==> src/rtl/instr_issue_if.sv <==
// Bus between the instruction issue unit (master) and the ROM, control decoder and datapath (slave).
// With ISSUE_RETIRE_CNT_EN defined the bus also carries the 32-bit retire counter.
interface instr_issue_if #(
    parameter int ADDR_W = 8
);
    logic [ADDR_W-1:0] imem_addr;
    logic [31:0]       imem_data;
    logic [5:0]        opcode;
    logic [31:0]       instr;
    logic [ADDR_W-1:0] pc;
    logic              cu_Jump;
    logic              cu_Branch;
    logic              cu_inSignal;
    logic              cu_hlt;
    logic              alu_zero;
    logic              in_valid;
    logic              in_ready;
    logic              instr_valid;
    logic              halted;
`ifdef ISSUE_RETIRE_CNT_EN
    logic [31:0]       retire_cnt;

    modport master (
        output imem_addr, opcode, instr, pc, in_ready, instr_valid, halted, retire_cnt,
        input  imem_data, cu_Jump, cu_Branch, cu_inSignal, cu_hlt, alu_zero, in_valid
    );
    modport slave (
        input  imem_addr, opcode, instr, pc, in_ready, instr_valid, halted, retire_cnt,
        output imem_data, cu_Jump, cu_Branch, cu_inSignal, cu_hlt, alu_zero, in_valid
    );
`else
    modport master (
        output imem_addr, opcode, instr, pc, in_ready, instr_valid, halted,
        input  imem_data, cu_Jump, cu_Branch, cu_inSignal, cu_hlt, alu_zero, in_valid
    );
    modport slave (
        input  imem_addr, opcode, instr, pc, in_ready, instr_valid, halted,
        output imem_data, cu_Jump, cu_Branch, cu_inSignal, cu_hlt, alu_zero, in_valid
    );
`endif
endinterface

==> src/rtl/instr_issue_unit.sv <==
// Fetch/issue sequencer: FETCH -> LOAD -> EXEC (-> WAIT_IN) per instruction, HALT is absorbing.
// Optional macro ISSUE_RETIRE_CNT_EN adds a 32-bit count of committed instructions.
module instr_issue_unit #(
    parameter int                ADDR_W   = 8,
    parameter logic [ADDR_W-1:0] RESET_PC = '0
) (
    input  logic          clock,
    input  logic          reset_n,
    instr_issue_if.master bus
);
    typedef enum logic [2:0] {
        S_FETCH,
        S_LOAD,
        S_EXEC,
        S_WAIT_IN,
        S_HALT
    } state_t;

    localparam logic [5:0]        OP_BNE = 6'b001010;
    localparam logic [ADDR_W-1:0] PC_ONE = ADDR_W'(1);

    state_t            r_state;
    logic [ADDR_W-1:0] r_pc;
    logic [31:0]       r_ir;
    logic              r_halted;

    state_t            w_state_next;
    logic [ADDR_W-1:0] w_pc_next;
    logic              w_commit;
    logic              w_in_ready;
    logic [ADDR_W-1:0] w_pc_inc;
    logic [ADDR_W-1:0] w_br_target;
    logic              w_is_bne;
    logic              w_is_branch;
    logic              w_br_taken;

    assign w_pc_inc    = r_pc + PC_ONE;
    // Offset is sign-extended to 32 bits first so the truncation wraps modulo 2^ADDR_W.
    assign w_br_target = ADDR_W'(32'(r_pc) + 32'd1 + {{16{r_ir[15]}}, r_ir[15:0]});
    assign w_is_bne    = (r_ir[31:26] == OP_BNE);
    assign w_is_branch = bus.cu_Branch || w_is_bne;
    assign w_br_taken  = (bus.cu_Branch && bus.alu_zero) || (w_is_bne && !bus.alu_zero);

    always_comb begin
        w_state_next = r_state;
        w_pc_next    = r_pc;
        w_commit     = 1'b0;
        w_in_ready   = 1'b0;
        case (r_state)
            S_FETCH: w_state_next = S_LOAD;
            S_LOAD:  w_state_next = S_EXEC;
            S_EXEC: begin
                if (bus.cu_hlt) begin
                    w_state_next = S_HALT;
                end else if (bus.cu_Jump) begin
                    w_commit     = 1'b1;
                    w_pc_next    = r_ir[ADDR_W-1:0];
                    w_state_next = S_FETCH;
                end else if (w_is_branch) begin
                    w_commit     = 1'b1;
                    w_pc_next    = w_br_taken ? w_br_target : w_pc_inc;
                    w_state_next = S_FETCH;
                end else if (bus.cu_inSignal) begin
                    w_in_ready = 1'b1;
                    if (bus.in_valid) begin
                        w_commit     = 1'b1;
                        w_pc_next    = w_pc_inc;
                        w_state_next = S_FETCH;
                    end else begin
                        w_state_next = S_WAIT_IN;
                    end
                end else begin
                    w_commit     = 1'b1;
                    w_pc_next    = w_pc_inc;
                    w_state_next = S_FETCH;
                end
            end
            S_WAIT_IN: begin
                w_in_ready = 1'b1;
                if (bus.in_valid) begin
                    w_commit     = 1'b1;
                    w_pc_next    = w_pc_inc;
                    w_state_next = S_FETCH;
                end
            end
            S_HALT:  w_state_next = S_HALT;
            default: w_state_next = S_FETCH;
        endcase
    end

    always_ff @(posedge clock or negedge reset_n) begin
        if (!reset_n) begin
            r_state  <= S_FETCH;
            r_pc     <= RESET_PC;
            r_ir     <= '0;
            r_halted <= 1'b0;
        end else begin
            r_state  <= w_state_next;
            r_pc     <= w_pc_next;
            r_halted <= (w_state_next == S_HALT);
            if (r_state == S_LOAD) begin
                r_ir <= bus.imem_data;
            end
        end
    end

`ifdef ISSUE_RETIRE_CNT_EN
    logic [31:0] r_retire_cnt;

    always_ff @(posedge clock or negedge reset_n) begin
        if (!reset_n) begin
            r_retire_cnt <= '0;
        end else if (w_commit && (r_state != S_HALT)) begin
            r_retire_cnt <= r_retire_cnt + 32'd1;
        end
    end

    assign bus.retire_cnt = r_retire_cnt;
`endif

    // The ROM address simply follows pc; FETCH is the cycle in which it is consumed.
    assign bus.imem_addr   = r_pc;
    assign bus.opcode      = r_ir[31:26];
    assign bus.instr       = r_ir;
    assign bus.pc          = r_pc;
    assign bus.in_ready    = w_in_ready;
    assign bus.instr_valid = w_commit;
    assign bus.halted      = r_halted;
endmodule
==> src/flat_wrapper.sv <==
// flat-port wrapper written by rule: the top's interface ports become plain ports
module instr_issue_unit_flat 
#(
    parameter int                ADDR_W   = 8,
    parameter logic [ADDR_W-1:0] RESET_PC = '0
)
  (clock, reset_n, bus_imem_addr, bus_opcode, bus_instr, bus_pc, bus_in_ready, bus_instr_valid, bus_halted, bus_imem_data, bus_cu_Jump, bus_cu_Branch, bus_cu_inSignal, bus_cu_hlt, bus_alu_zero, bus_in_valid);
  instr_issue_if #(.ADDR_W(ADDR_W)) bus_i ();
  input  logic clock;
  input  logic reset_n;
  output wire logic [$bits(bus_i.imem_addr)-1:0] bus_imem_addr;
  output wire logic [$bits(bus_i.opcode)-1:0] bus_opcode;
  output wire logic [$bits(bus_i.instr)-1:0] bus_instr;
  output wire logic [$bits(bus_i.pc)-1:0] bus_pc;
  output wire logic [$bits(bus_i.in_ready)-1:0] bus_in_ready;
  output wire logic [$bits(bus_i.instr_valid)-1:0] bus_instr_valid;
  output wire logic [$bits(bus_i.halted)-1:0] bus_halted;
  input wire logic [$bits(bus_i.imem_data)-1:0] bus_imem_data;
  input wire logic [$bits(bus_i.cu_Jump)-1:0] bus_cu_Jump;
  input wire logic [$bits(bus_i.cu_Branch)-1:0] bus_cu_Branch;
  input wire logic [$bits(bus_i.cu_inSignal)-1:0] bus_cu_inSignal;
  input wire logic [$bits(bus_i.cu_hlt)-1:0] bus_cu_hlt;
  input wire logic [$bits(bus_i.alu_zero)-1:0] bus_alu_zero;
  input wire logic [$bits(bus_i.in_valid)-1:0] bus_in_valid;
  assign bus_imem_addr = bus_i.imem_addr;
  assign bus_opcode = bus_i.opcode;
  assign bus_instr = bus_i.instr;
  assign bus_pc = bus_i.pc;
  assign bus_in_ready = bus_i.in_ready;
  assign bus_instr_valid = bus_i.instr_valid;
  assign bus_halted = bus_i.halted;
  assign bus_i.imem_data = bus_imem_data;
  assign bus_i.cu_Jump = bus_cu_Jump;
  assign bus_i.cu_Branch = bus_cu_Branch;
  assign bus_i.cu_inSignal = bus_cu_inSignal;
  assign bus_i.cu_hlt = bus_cu_hlt;
  assign bus_i.alu_zero = bus_alu_zero;
  assign bus_i.in_valid = bus_in_valid;
  instr_issue_unit #(.ADDR_W(ADDR_W), .RESET_PC(RESET_PC)) u_core (.clock(clock), .reset_n(reset_n), .bus(bus_i));
endmodule
==> config.mk <==
export PLATFORM = sky130hd
export DESIGN_NAME = instr_issue_unit_flat
export DESIGN_NICKNAME = d
export VERILOG_FILES = /design/src/rtl/instr_issue_if.sv /design/src/rtl/instr_issue_unit.sv /design/src/flat_wrapper.sv
export SDC_FILE = /design/constraint.sdc
export NUM_CORES = 1
export LEC_CHECK = 0
export ABC_CLOCK_PERIOD_IN_PS = 6000
export CORE_UTILIZATION = 45
export DETAILED_ROUTE_END_ITERATION = 6
export PLACE_DENSITY_LB_ADDON = 0.15
export SLEW_MARGIN = 0
export SYNTH_ARGS = -nofsm -noshare
export SYNTH_HDL_FRONTEND = slang
export SYNTH_SLANG_ARGS = --single-unit
==> constraint.sdc <==
create_clock -name clock -period 6 [get_ports clock]
set_input_delay 1.2 -clock clock [delete_from_list [all_inputs] [get_ports clock]]
set_output_delay 1.2 -clock clock [all_outputs]
set_load 0.05 [all_outputs]
==> results of run 1 <==
state kept, by name, summed over array words and instances (netlist names):
name / flops
u_core.bus.halted: 1
u_core.bus.imem_addr: 8
u_core.bus.instr: 32
u_core.r_state: 3
routing by layer:
metal	vias up	GRT usage (%)
met5	-	0
li1	1080	-
met3	10	6.17
met1	1117	28.9
met4	0	8.73
met2	94	35.8
stage by stage:
| stage | cells | area, um2 |
|---|---|---|
| final | 408 | 3700 |
| after global routing | 408 | 3700 |
| after CTS | 408 | 3700 |
| after detailed placement | 400 | 3610 |
| after global placement | 400 | 3610 |
| after floorplan | 254 | 2720 |
placed cells by master, fill, tap and decap left out, types with 2 or more instances in the layout:
| cell | n |
|---|---|
| xnor2_1 | 7 |
| ha_1 | 8 |
| o21ai_1 | 2 |
| nor3b_2 | 2 |
| o21ai_0 | 12 |
| o41ai_1 | 3 |
| mux2_2 | 29 |
| o31a_1 | 2 |
| nand2b_1 | 5 |
| a211oi_1 | 2 |
| a21oi_1 | 6 |
| o22ai_1 | 2 |
| dfrtp_1 | 44 |
| o31ai_1 | 3 |
| xor2_1 | 2 |
| inv_1 | 9 |
| o21a_1 | 2 |
| nor2_1 | 17 |
| clkdlybuf4s50_1 | 95 |
| a31oi_1 | 2 |
| clkbuf_8 | 6 |
| o211ai_1 | 5 |
| and3_1 | 3 |
| nand3_1 | 8 |
| nor2b_1 | 3 |
| nand2_1 | 19 |
cell type report:
| class | count | area, um2 | area share (%) |
|---|---|---|---|
| multi-input cells | 178 | 1420 | 38.4 |
| well taps | 72 | 90.1 | 2.43 |
| inverters | 9 | 33.8 | 0.912 |
| clock buffers | 7 | 86.3 | 2.33 |
| flip-flops and latches | 44 | 1100 | 29.7 |
| repair buffers | 97 | 963 | 26.0 |
| clock inverters | 1 | 7.51 | 0.203 |
critical path, delay by kind of cell:
family | cells | cell delay (ps)
AND/OR/NAND/NOR | 2 | 720
buffers and inverters | 2 | 1300
AO/OA/AOI/OAI | 1 | 240
how the worst max path moves through the flow:
stage | from | to
2_1_floorplan | bus_cu_hlt | bus_instr_valid
3_3_place_gp | bus_cu_hlt | bus_instr_valid
3_5_place_dp | bus_cu_hlt | bus_instr_valid
4_1_cts | bus_cu_hlt | bus_instr_valid
5_1_grt | bus_in_valid | bus_instr_valid
6_report | bus_cu_hlt | bus_instr_valid
kinds of logic (layout without fill, tap and decap cells):
kind of cell,count (synthesis),count (layout)
xor+xnor,9,9
mux,29,29
compound gates,61,61
buf+inv,32,114
simple gates,70,70
fa+ha+maj,9,9
flops,44,44
==> metrics, run 1 <==
status=finished clean; drt pass-1 iters=4; slowest stage cell on the critical path=clkdlybuf4s50_1; DRC=0; worst-margin pin slew=979 ps; WHS Endpoint=u_core.bus.instr[19]; Synth Area in XOR/XNOR=2.90%; Worst Hold Depth=1; Compound-Gate Fraction of Synth Area=18.2%; Synth area leaders=dfrtp_1 (41%), mux2_2 (12%), buf_4 (3.9%); crit path kind=input pin to output pin; CTS H-Tree Depth=2; Post-synth EDFFs=0; most used flip-flop cell after synthesis=dfrtp_1; Top-Level Pins=97; synth cell count leaders=dfrtp_1 (44), mux2_2 (29), nand2_1 (19); Routability Congestion=0.897; clock sink count=44; top sig layer=met4; final global-route overflow total=0; most used cell, CP=clkdlybuf4s50_1; number of clock buffers inserted by TritonCTS=5; Min-Delay Path Class=flip-flop to flip-flop; Hold Slack=508 ps; worst flop-to-flop path endpoint=u_core.bus.imem_addr[6]; register area share after synthesis=40.5%; Max-Cap Viols=0; Synth top area share=40.5%; delay of the slowest cell on the worst path=830 ps; Metal-1 WL=2900 um; Hold Vio Cnt, Final=0; die height=79.7 um; RR Startpoint=u_core.bus.imem_addr[0]; Yosys reg bits=44; Setup WS post-layout=1330 ps; Die X=79.7 um; Detail Route met3 WL=537 um; most common cell in the netlist=dfrtp_1; Setup Fix Bufs, Post-CTS=0; worst path arrival time=3470 ps; first-pass GRT wire length=11000 um; antenna violations before repair=0; CTS max path bufs=2; Place WS=1350 ps; Final Max Slew Viols=0; fraction of registers with async set/reset=100%; Final Skew=2.29 ps; cell accounting for the most synthesized area=dfrtp_1; I/O Buffers=96; Reg clk slew, reported paths=80 ps; TNS Setup=0 ps; CTS resizes=0; largest net degree at the start of global routing=45; Via density=5.64; initial DRC count=149; area share of and/or/nand/nor cells after synthesis=14.5%; routed wire length=6770 um; die area=0.00635 mm2; WL met2=3200 um; CP Capture Type=output pin; largest family of logic cells by synthesized area=compound AO/OA/AOI/OAI gates; GR Util All Layers=22.5%; FP Rows=27; Initial Utilization=47.9%; post-synth design cell area=0.00272 mm2; Synth Area in Adders=4.42%; FF-to-FF setup slack=3620 ps; Layout Utilization=65.2%; synth unique cells=62; Final min period=4670 ps; dpl hpwl=5020 um; number of global-route vias before repair=2281; Root Driver=clkbuf_8; Max Fclk=214 MHz; Final #Nets=384; Hold Path Origin=u_core.bus.instr[19]; crit path max fanout=8; Relative slew margins=34.8%; post-synthesis cell count=254; # diodes=0; area delta synth->final=36.3%; DR vias=2301; mux cell area share after synthesis=12.0%; core area=0.00568 mm2; syn avg cell area=10.7 um2; fraction of layout cells with a size suffix above 1=16.1%; WP data required=4800 ps; FILL cells=471; crit share post-route=77.8%; Antenna Nets Post-Route=0; Clk Latency, worst-skew pair=300 ps; Setup Viol. Count Final=0; synth warn=0; RSZ-0062 raised after global routing=no; crit-path cells=clkdlybuf4s50_1 > or4b_4 > nand2_4 > a21boi_4 > clkdlybuf4s50_1; CTS tree=done; wire length per cell=16.6 um; CP startpoint kind=input pin; hold_buf cts=0; Syn Nets=303; worst reg2reg path depth=9
Power of run 1 is not shown: default switching activity piles up to over one toggle a cycle in this logic, so the estimate is an artifact.
==> run 2, diff against run 1 <==
--- a/config.mk
+++ b/config.mk
@@ -5,7 +5,7 @@
 export SDC_FILE = /design/constraint.sdc
 export NUM_CORES = 1
 export LEC_CHECK = 0
-export ABC_CLOCK_PERIOD_IN_PS = 6000
+export ABC_CLOCK_PERIOD_IN_PS = 4800
 export CORE_UTILIZATION = 45
 export DETAILED_ROUTE_END_ITERATION = 6
 export PLACE_DENSITY_LB_ADDON = 0.15
==> constraint.sdc (replaced) <==
create_clock -name clock -period 4.8 [get_ports clock]
set_input_delay 0.96 -clock clock [delete_from_list [all_inputs] [get_ports clock]]
set_output_delay 0.96 -clock clock [all_outputs]
set_load 0.05 [all_outputs]
==> run 2 against run 1 <==
Against the previous run: worst setup slack got worse by 680 ps; hold slack improved by 0.80 ps; count of clock-buffer cells in the layout did not move; design area rose by 0.20%; first-iteration DRC count fell by 15%; critical endpoint unchanged.
==> metrics, run 2 (same netlist as run 1, synthesis figures left out) <==
status=finished clean; clock sink count=44; Antenna Nets Post-Route=0; final global-route overflow total=0; Buf/Inv on CP=2; most used cell, CP=clkdlybuf4s50_1; hold_buf cts=0; Final Max Slew Viols=0; Max Fclk=241 MHz; Clk Latency, worst-skew pair=290 ps; Final #Nets=385; die area=0.00635 mm2; Initial Utilization=47.9%; crit path kind=input pin to output pin; max FFs per register=32; number of global-route vias before repair=2340; Setup WS post-layout=649 ps; most common cell after layout, fill and taps aside=clkdlybuf4s50_1; Top-Level Pins=97; wire length per cell=16.2 um; CTS max path bufs=2; Hold Vio Cnt, Final=0; fraction of layout cells with a size suffix above 1=16.3%; antenna violations before repair=0; Max-Cap Viols=0; GR Util All Layers=22.6%; FF-to-FF setup slack=2470 ps; I/O Buffers=96; Via density=5.55; FILL cells=480; CP delay by family, top=buffers and inverters; TNS Setup=0 ps; Final Skew=4.87 ps; Multi-input gate area=0.00142 mm2; Register Area=0.00110 mm2; drt pass-1 iters=4; core area=0.00568 mm2; DRC=0; # diodes=0; RSZ-0062 raised after global routing=no; CTS tree=done; Min-Delay Path Class=flip-flop to flip-flop; Cell Area, Placed=0.00362 mm2; die height=79.7 um; CTS resizes=0; Setup Fix Bufs, Post-CTS=0; Final min period=4150 ps; WP data required=3840 ps; delay of the slowest cell on the worst path=830 ps; worst-margin pin slew=990 ps; CTS H-Tree Depth=2; largest net degree at the start of global routing=45; most frequent cells in the layout=clkdlybuf4s50_1 (95), dfrtp_1 (44), mux2_2 (29), nand2_1 (19), nor2_1 (17); first-pass GRT wire length=11100 um; CP startpoint kind=input pin; Routability Congestion=0.939; Die X=79.7 um; design area=0.00371 mm2; Relative slew margins=34.0%; Root Driver=clkbuf_8; Critical Path Start=bus_cu_hlt; crit path max fanout=8; CP Capture Type=output pin; RR Startpoint=u_core.bus.imem_addr[0]; crit share post-route=86.5%; initial DRC count=127; FP Rows=27; dpl hpwl=4970 um; number of clock buffers inserted by TritonCTS=5; Setup Viol. Count Final=0; slowest stage cell on the critical path=clkdlybuf4s50_1; routed wire length=6620 um; crit-path cells=clkdlybuf4s50_1 > or4b_4 > nand2_4 > a21boi_4 > clkdlybuf4s50_1; Hold Path Origin=u_core.bus.instr[24]; worst path arrival time=3190 ps; Place WS=643 ps; area delta synth->final=36.6%; DR vias=2268; Reg clk slew, reported paths=80 ps
run 2: metrics by stage:
step	util, %	instances	hold WS, ps
floorplan	-	254	522
global placement	63.7	401	487
detailed placement	63.7	401	494
CTS	65.4	409	514
global route	65.4	409	526
finish	65.4	409	509
run 2: final timing paths:
check | to | cells after the start
worst max-delay path | bus_instr_valid | 5
worst min-delay path | u_core.bus.instr[24] | 1
worst max register to register | u_core.bus.imem_addr[6] | 9
worst min register to register | u_core.bus.instr[24] | 1
max in group asynchronous | u_core.bus.instr[20] | 1
min in group asynchronous | u_core.bus.instr[3] | 1
run 2: area by class of cell:
cell class | instances | share of cell area [%]
Tap cell | 72 | 2.43
Clock buffer | 7 | 2.33
Timing Repair Buffer | 98 | 26.2
Clock inverter | 1 | 0.202
Inverter | 9 | 0.911
Multi-Input combinational cell | 178 | 38.3
Sequential cell | 44 | 29.7
run 2: metal layers:
metal | GRT usage, % | vias to the layer above | share of wire, %
met2 | 36.7 | 92 | 47
met5 | 0 | - | 0
met1 | 29.0 | 1085 | 43
met3 | 5.49 | 13 | 7.4
li1 | - | 1078 | -
met4 | 8.36 | 0 | 2.2
Power of run 2 is left out for the same reason.
==> run 3, diff against run 2 <==
--- a/config.mk
+++ b/config.mk
@@ -5,7 +5,7 @@
 export SDC_FILE = /design/constraint.sdc
 export NUM_CORES = 1
 export LEC_CHECK = 0
-export ABC_CLOCK_PERIOD_IN_PS = 4800
+export ABC_CLOCK_PERIOD_IN_PS = 5150
 export CORE_UTILIZATION = 45
 export DETAILED_ROUTE_END_ITERATION = 6
 export PLACE_DENSITY_LB_ADDON = 0.15
==> constraint.sdc (replaced) <==
create_clock -name clock -period 5.15 [get_ports clock]
set_input_delay 1.03 -clock clock [delete_from_list [all_inputs] [get_ports clock]]
set_output_delay 1.03 -clock clock [all_outputs]
set_load 0.05 [all_outputs]
==> run 3 against run 2 <==
Against the previous run: worst setup slack improved by 200 ps; wire length fell by 1.0%; global-route usage is 0.44 points lower; critical endpoint unchanged; design area rose by 0.13%; clock skew hardly changed; largest cell class unchanged; sequential cell count unchanged; highest routed layer unchanged.
==> metrics, run 3 (same netlist as run 1, synthesis figures left out) <==
status=finished clean; wire length per cell=16.1 um; crit share post-route=83.6%; Worst Hold Depth=1; RR Startpoint=u_core.bus.imem_addr[0]; WP data required=4120 ps; Max Fclk=232 MHz; RSZ-0062 raised after global routing=no; die area=0.00635 mm2; DRC=0; Routability Congestion=0.900; Initial Utilization=47.9%; CTS tree=done; delay of the slowest cell on the worst path=820 ps; Top-Level Pins=97; initial DRC count=140; Final Max Slew Viols=0; Via density=5.59; WHS Endpoint=u_core.bus.instr[18]; crit path max fanout=8; worst-margin pin slew=976 ps; GR Util All Layers=22.2%; worst reg2reg path depth=8; Die X=79.7 um; routed wire length=6550 um; dpl hpwl=4900 um; Hold Path Origin=u_core.bus.instr[18]; DR vias=2277; Final min period=4300 ps; max FFs per register=32; first-pass GRT wire length=10800 um; Final Skew=5.25 ps; Setup Fix Bufs, Post-CTS=0; hold_buf cts=0; worst flop-to-flop path endpoint=u_core.bus.imem_addr[4]; number of global-route vias before repair=2305; antenna violations before repair=0; final global-route overflow total=0; drt pass-1 iters=4; CP delay by family, top=buffers and inverters; most common cell after layout, fill and taps aside=clkdlybuf4s50_1; Root Driver=clkbuf_8; number of clock buffers inserted by TritonCTS=5; # placed instances=401; TNS Setup=0 ps; Relative slew margins=34.9%; core area=0.00568 mm2; clock sink count=44; FP Rows=27; worst path arrival time=3270 ps; fraction of layout cells with a size suffix above 1=16.1%; Clk Latency, worst-skew pair=290 ps; FF-to-FF setup slack=2800 ps; FILL cells=475; crit path kind=input pin to output pin; slowest stage cell on the critical path=clkdlybuf4s50_1; CP startpoint kind=input pin; Max-Cap Viols=0; Final #Nets=385; most used cell, CP=clkdlybuf4s50_1; I/O Buffers=96; CTS resizes=0; crit-path cells=clkdlybuf4s50_1 > or4b_4 > nand2_4 > a21boi_4 > clkdlybuf4s50_1; CP Capture Type=output pin; largest net degree at the start of global routing=45; Hold Vio Cnt, Final=0; Layout Utilization=65.5%; Reg clk slew, reported paths=80 ps; area delta synth->final=36.8%; CTS max path bufs=2; Setup Viol. Count Final=0; Post-Layout Cell Count=407; most frequent cells in the layout=clkdlybuf4s50_1 (95), dfrtp_1 (44), mux2_2 (29), nand2_1 (19), nor2_1 (17); Antenna Nets Post-Route=0; CTS H-Tree Depth=2; Buf/Inv on CP=2; Min-Delay Path Class=flip-flop to flip-flop; die height=79.7 um; # diodes=0
-- run 3: cell types whose count changed in the layout (fill, tap and decap cells not counted), sizes merged --
cell      before  now
bufinv         0    1
clkinvlp       1    0
clkbuf         7    5
-- run 3: metrics by stage --
stage	cell area, um2	hold WS (ps)	worst slack, ps
final	3710	510	846
after global routing	3710	527	789
after CTS	3710	514	844
after detailed placement	3620	495	843
after global placement	3620	487	885
after floorplan	2720	522	2000
-- run 3: worst max path at each step --
stage / end / slack [ps] / depth (start not counted) / start
after floorplan: bus_instr_valid / 2000 / 4 / bus_cu_hlt
after global placement: bus_instr_valid / 880 / 5 / bus_cu_hlt
after detailed placement: bus_instr_valid / 840 / 5 / bus_cu_hlt
after CTS: bus_instr_valid / 840 / 5 / bus_cu_hlt
after global routing: bus_instr_valid / 790 / 5 / bus_cu_hlt
final: bus_instr_valid / 850 / 5 / bus_cu_hlt
-- run 3: area by class of cell --
class                           instances  area (um2)  area share [%]
Multi-Input combinational cell        178        1420            38.2
Clock inverter                          1        30.0           0.808
Inverter                                9        33.8           0.909
Clock buffer                            5        68.8            1.85
Sequential cell                        44        1100            29.6
Tap cell                               72        90.1            2.43
Timing Repair Buffer                   98         971            26.1
-- run 3: per-layer routing --
| metal | GRT usage (%) | up-vias | routed length, um |
|---|---|---|---|
| met3 | 6.06 | 8 | 553 |
| met4 | 7.09 | 0 | 87 |
| met1 | 28.4 | 1087 | 2820 |
| li1 | - | 1083 | - |
| met5 | 0 | - | 0 |
| met2 | 36.0 | 99 | 3100 |
Power of run 3 is left out for the same reason.
